==> src/rtl/fnd_pkg.sv <==
// Shared types and helpers for the BCD stopwatch: FSM states and the
// active-low 7-segment decode.
package fnd_pkg;

    typedef enum logic {
        STOP = 1'b0,
        RUN  = 1'b1
    } state_t;

    localparam logic [7:0] SEG_BLANK = 8'hFF;

    // Active-low {dp,g..a}; dp is always off.
    function automatic logic [7:0] seg7(input logic [3:0] d);
        case (d)
            4'd0:    seg7 = 8'hC0;
            4'd1:    seg7 = 8'hF9;
            4'd2:    seg7 = 8'hA4;
            4'd3:    seg7 = 8'hB0;
            4'd4:    seg7 = 8'h99;
            4'd5:    seg7 = 8'h92;
            4'd6:    seg7 = 8'h82;
            4'd7:    seg7 = 8'hF8;
            4'd8:    seg7 = 8'h80;
            4'd9:    seg7 = 8'h90;
            default: seg7 = SEG_BLANK;
        endcase
    endfunction

endpackage

==> src/rtl/bcd_digit_cell.sv <==
// One decimal digit of the stopwatch counter. carry/borrow tell the next
// digit up to step on the same tick.
module bcd_digit_cell (
    input  logic       clk,
    input  logic       rst,
    input  logic       en,
    input  logic       down,
    input  logic       clr,
    input  logic       load,
    input  logic [3:0] ld_val,
    output logic [3:0] digit,
    output logic       carry,
    output logic       borrow
);

    assign carry  = en && !down && (digit == 4'd9);
    assign borrow = en &&  down && (digit == 4'd0);

    always_ff @(posedge clk or posedge rst) begin
        if (rst)
            digit <= 4'd0;
        else if (clr)
            digit <= 4'd0;
        else if (load)
            digit <= (ld_val > 4'd9) ? 4'd9 : ld_val;
        else if (en) begin
            if (down)
                digit <= (digit == 4'd0) ? 4'd9 : digit - 4'd1;
            else
                digit <= (digit == 4'd9) ? 4'd0 : digit + 4'd1;
        end
    end

endmodule

==> src/rtl/bcd_stopwatch_fnd.sv <==
// Up/down decimal stopwatch with run/stop control, load/clear, wrap flag
// and a multiplexed active-low 7-segment display driver.
module bcd_stopwatch_fnd
    import fnd_pkg::*;
#(
    parameter int NUM_DIGITS = 4,
    parameter int TICK_DIV   = 10_000_000,
    parameter int SCAN_DIV   = 100_000,
    parameter int BLANK_LZ   = 1
) (
    input  logic                    clk,
    input  logic                    rst,
    input  logic                    i_run_tog,
    input  logic                    i_mode_tog,
    input  logic                    i_clear,
    input  logic                    i_load,
    input  logic [4*NUM_DIGITS-1:0] i_load_bcd,
    output logic [4*NUM_DIGITS-1:0] o_count_bcd,
    output logic                    o_running,
    output logic                    o_down,
    output logic                    o_wrap,
    output logic [NUM_DIGITS-1:0]   fnd_com,
    output logic [7:0]              fnd_data
);

    localparam int TW = $clog2(TICK_DIV);
    localparam int SW = $clog2(SCAN_DIV);
    localparam int IW = $clog2(NUM_DIGITS);
    localparam logic [TW-1:0] TICK_MAX = TW'(TICK_DIV - 1);
    localparam logic [SW-1:0] SCAN_MAX = SW'(SCAN_DIV - 1);
    localparam logic [IW-1:0] IDX_MAX  = IW'(NUM_DIGITS - 1);

    state_t state, state_nxt;
    logic [TW-1:0] psc;
    logic          tick;
    logic [SW-1:0] scan_cnt;
    logic [IW-1:0] scan_idx;

    logic [NUM_DIGITS-1:0][3:0] digits;
    logic [NUM_DIGITS-1:0]      en, cy, bw;

    always_ff @(posedge clk or posedge rst) begin
        if (rst) state <= STOP;
        else     state <= state_nxt;
    end

    always_comb begin
        state_nxt = state;
        if (i_run_tog) state_nxt = (state == RUN) ? STOP : RUN;
    end

    always_comb begin
        o_running = (state == RUN);
    end

    always_ff @(posedge clk or posedge rst) begin
        if (rst)             o_down <= 1'b0;
        else if (i_mode_tog) o_down <= ~o_down;
    end

    // Prescaler holds in STOP so a resume keeps the tick phase.
    assign tick = o_running && (psc == TICK_MAX);

    always_ff @(posedge clk or posedge rst) begin
        if (rst)                  psc <= '0;
        else if (i_clear || i_load) psc <= '0;
        else if (o_running)       psc <= (psc == TICK_MAX) ? '0 : psc + 1'b1;
    end

    for (genvar i = 0; i < NUM_DIGITS; i++) begin : g_dig
        if (i == 0) begin : g_first
            assign en[i] = tick;
        end else begin : g_chain
            assign en[i] = cy[i-1] | bw[i-1];
        end
        bcd_digit_cell u_cell (
            .clk    (clk),
            .rst    (rst),
            .en     (en[i]),
            .down   (o_down),
            .clr    (i_clear),
            .load   (i_load),
            .ld_val (i_load_bcd[4*i +: 4]),
            .digit  (digits[i]),
            .carry  (cy[i]),
            .borrow (bw[i])
        );
    end

    assign o_count_bcd = digits;

    // Ripple out of the top digit is exactly the all-9s/all-0s rollover.
    always_ff @(posedge clk or posedge rst) begin
        if (rst) o_wrap <= 1'b0;
        else     o_wrap <= (cy[NUM_DIGITS-1] | bw[NUM_DIGITS-1]) & ~i_clear & ~i_load;
    end

    always_ff @(posedge clk or posedge rst) begin
        if (rst) begin
            scan_cnt <= '0;
            scan_idx <= '0;
        end else if (scan_cnt == SCAN_MAX) begin
            scan_cnt <= '0;
            scan_idx <= (scan_idx == IDX_MAX) ? '0 : scan_idx + 1'b1;
        end else begin
            scan_cnt <= scan_cnt + 1'b1;
        end
    end

    logic blank;
    always_comb begin
        blank = 1'b1;
        for (int i = 0; i < NUM_DIGITS; i++)
            if (i >= int'(scan_idx) && digits[i] != 4'd0) blank = 1'b0;
        if (scan_idx == '0 || BLANK_LZ == 0) blank = 1'b0;
    end

    always_ff @(posedge clk or posedge rst) begin
        if (rst) begin
            fnd_com  <= ~NUM_DIGITS'(1);
            fnd_data <= seg7(4'd0);
        end else begin
            fnd_com  <= ~(NUM_DIGITS'(1) << scan_idx);
            fnd_data <= blank ? SEG_BLANK : seg7(digits[scan_idx]);
        end
    end

endmodule

==> config.mk <==
export PLATFORM = sky130hd
export DESIGN_NAME = bcd_stopwatch_fnd
export DESIGN_NICKNAME = d
export VERILOG_FILES = /design/src/rtl/fnd_pkg.sv /design/src/rtl/bcd_digit_cell.sv /design/src/rtl/bcd_stopwatch_fnd.sv
export SDC_FILE = /design/constraint.sdc
export NUM_CORES = 1
export LEC_CHECK = 0
export ABC_AREA = 1
export ABC_CLOCK_PERIOD_IN_PS = 2900
export CAP_MARGIN = 20
export CORE_MARGIN = 5
export CORE_UTILIZATION = 58
export DETAILED_ROUTE_END_ITERATION = 8
export GPL_ROUTABILITY_DRIVEN = 0
export HOLD_SLACK_MARGIN = 0.15
export PLACE_DENSITY = 0.84
export SLEW_MARGIN = 20
export SYNTH_ARGS = -nofsm -noshare
export SYNTH_HDL_FRONTEND = slang
export SYNTH_SLANG_ARGS = --single-unit
==> constraint.sdc <==
create_clock -name clk -period 2.9 [get_ports clk]
set_input_delay 0.58 -clock clk [delete_from_list [all_inputs] [get_ports clk]]
set_output_delay 0.58 -clock clk [all_outputs]
set_load 0.005 [all_outputs]
==> key figures <==
Outcome
  • Status: completed

Critical path
  • Critical Path Fanout Max: 12
  • Crit path kind: reg -> out
  • FF-to-FF Start: o_down
  • CP delay by family, top: flip-flops
  • Worst EP required: 2.32 ns
  • Arr. time, crit path: 1.54 ns
  • Buffers & Inverters on Critical Path: 1
  • CP max stage cell: dfrtp_1
  • Worst Setup SP: o_down
  • Setup crit end kind: output pin
  • Worst Setup Start Kind: register
  • Worst path cell trace: clkdlybuf4s50_1
  • Max stage delay on crit path: 0.59 ns

Logic synthesis
  • Post-Syn Instances: 723
  • FFs w/ async S/R, synth: 100.0%
  • Commonest cells in the netlist: 184 x nand2_1, 87 x inv_1, 87 x nor2_1
  • Synth Cell Area: 5155 µm²
  • Main flop type after synthesis: dfrtp_1
  • Post-synth EDFFs: 0
  • Syn avg cell area: 7.130 µm²
  • Warnings, synthesis: 0
  • Ranking of synthesized cells by area: dfrtp_1 33%, nand2_1 13%, ha_1 6.8%
  • Sequential share of the synthesized area: 35.53%
  • Yosys top cell by area: dfrtp_1
  • Synth Register Bits: 73
  • Most common cell in the netlist: nand2_1
  • Synth top area share: 33.50%
  • Post-synth net total: 773
  • Netlist cell types: 44

Placement
  • Placement Setup Slack: 0.5447 ns
  • IO buf count: 51
  • Placed cell count: 870
  • DP Wirelength: 9.391 mm

Floorplanning
  • Height of the die: 104.3 µm
  • Die ar.: 10870 µm²
  • Die Wd: 104.3 µm
  • Total I/O pin count: 53
  • CORE AREA: 8678 µm²
  • Row count: 34
  • Initial core utilization: 59.40%

STA
  • Setup Viol. Count Final: 0
  • RSZ-0062 raised after global routing: no
  • Max_slew headroom: 55.98%
  • Least-Margin Pin Slew: 0.6596 ns
  • Setup TNS: 0 ns
  • Minimum clock period after layout: 2.117 ns
  • Worst Skew: 0.01387 ns
  • Fmax achieved: 472.4 MHz
  • Hold Fails Final Rpt: 0
  • Worst setup margin: 0.7832 ns
  • Tcrit/Tclk final: 72.99%
  • Slew Limit Fails: 0

Final layout
  • Area grow syn2layout: 14.42%
  • Final net count: 823
  • Post-layout util: 67.96%
  • Final instance count without filler cells: 886
  • Layout cells sized above 1: 7.198%
  • Ant diodes: 0

Power and ir drop
  • Sequential power share: 41.5%
  • Clock power frac: 23.1%
  • Internal Power: 0.001939 W
  • Worst VDD drop: 354.6 µV
  • Gate power share: 35.4%
  • PD cells: 533.3 nW/µm²
  • Leak pwr: 2.793 nW
  • Sw Share: 38.35%
  • Switching pwr: 0.001206 W

GRT
  • Total GRT Usage: 23.28%
  • Initial antenna violation count: 0
  • Grt total ovfl: 0
  • Vias in the first global route: 4757
  • Largest net degree at the start of global routing: 48
  • First-pass GRT wire length: 21.49 mm

Clock tree
  • # hold bufs at CTS: 0
  • Clk Latency, worst-skew pair: 0.36 ns
  • # resized after CTS: 0
  • Clock buffer depth: 2
  • CTS tree: yes
  • Clk sink count: 73
  • Postcts setup bufs: 0
  • H-tree levels: 3
  • Clock-pin slew on the worst setup and hold paths: 0.08 ns
  • CTS Root Cell: clkbuf_8
  • Num CTS Buffers: 9

Worst hold path
  • Hold Startpoint: scan_cnt[0]
  • Hold WC Path Type: reg -> reg

Detailed routing
  • Final WL: 12.48 mm
  • Residual DRC count: 0
  • Vias: 5020
  • Drt initial violations: 363
  • ANT nets after route: 0
  • Pre-Repair DR Iteration Count: 5
  • Drt wl/cell: 14.08 µm
  • Number of vias per cell: 5.666

Job
  • Maximum capacitance violations: 0
layout make-up:
cell class	count	area, µm²
clock buffers	11	141.4
clock inverters	5	32.53
well taps	108	135.1
flip-flops and latches	73	1832
inverters	93	349.1
fillers	740	2780
repair buffers	56	548.0
multi-input cells	540	2860
logic make-up after synthesis:
| kind of cell | Yosys count | synth area share, % |
|---|---|---|
| AOI/OAI and AO/OA | 80 | 8.860 |
| xor gates and xnor gates | 24 | 4.078 |
| adders and majority gates | 28 | 6.796 |
| buffers and inverters | 110 | 8.981 |
| DFF | 73 | 35.53 |
| other | 1 | 0.07275 |
| and+or+nand+nor | 407 | 35.68 |
flip-flops by register name, indices dropped and copies added (netlist names):
name,flops
o_wrap,1
scan_cnt,17
fnd_com,4
scan_idx,2
psc,24
o_down,1
g_dig.u_cell.digit,16
o_running,1
fnd_data,7
layer usage:
metal / vias up / track usage [%] / wire length (µm)
met5: - / 0 / 0
met4: 0 / 9.621 / 318
met1: 2300 / 30.91 / 5412
met2: 245 / 37.56 / 5781
li1: 2438 / - / -
met3: 37 / 3.973 / 964
layout by cell type (no fill, tap or decap), types with 19 or more instances in the layout:
cell type,n
o21ai_0,30
a21oi_1,24
clkdlybuf4s50_1,51
inv_1,86
xor2_1,19
ha_1,28
nand2_1,184
nor2_1,87
nand3_1,65
nand4_1,24
nor3_1,19
dfrtp_1,69
power by group through the flow:
stage               Combinational, W  Sequential, W  Clock, W
floorplan                   0.000766        0.00124         0
global placement             0.00106        0.00132         0
detailed placement           0.00109        0.00132         0
CTS                          0.00110        0.00130  0.000738
global route                 0.00124        0.00133  0.000776
finish                       0.00111        0.00131  0.000726
per-stage QoR:
stage                     instance area, µm²  total power, W  hold slack (ns)
after floorplan                         5155        0.002010           0.4329
after global placement                  5724        0.002377           0.4475
after detailed placement                5724        0.002416           0.4592
after CTS                               5898        0.003139           0.4692
after global routing                    5898        0.003340           0.5015
final                                   5898        0.003145           0.4674
worst paths after layout:
| path | end | slack [ns] | cells after the start |
|---|---|---|---|
| max | o_down | 0.78 | 1 |
| min | scan_cnt[0] | 0.47 | 1 |
| max reg2reg | g_dig[3].u_cell.digit[1] | 0.83 | 7 |
| min reg2reg | scan_cnt[0] | 0.47 | 1 |
| max in group asynchronous | g_dig[3].u_cell.digit[3] | 1.79 | 3 |
| min in group asynchronous | psc[12] | 0.59 | 3 |
Note: power is estimated with default switching activity, not from simulation.
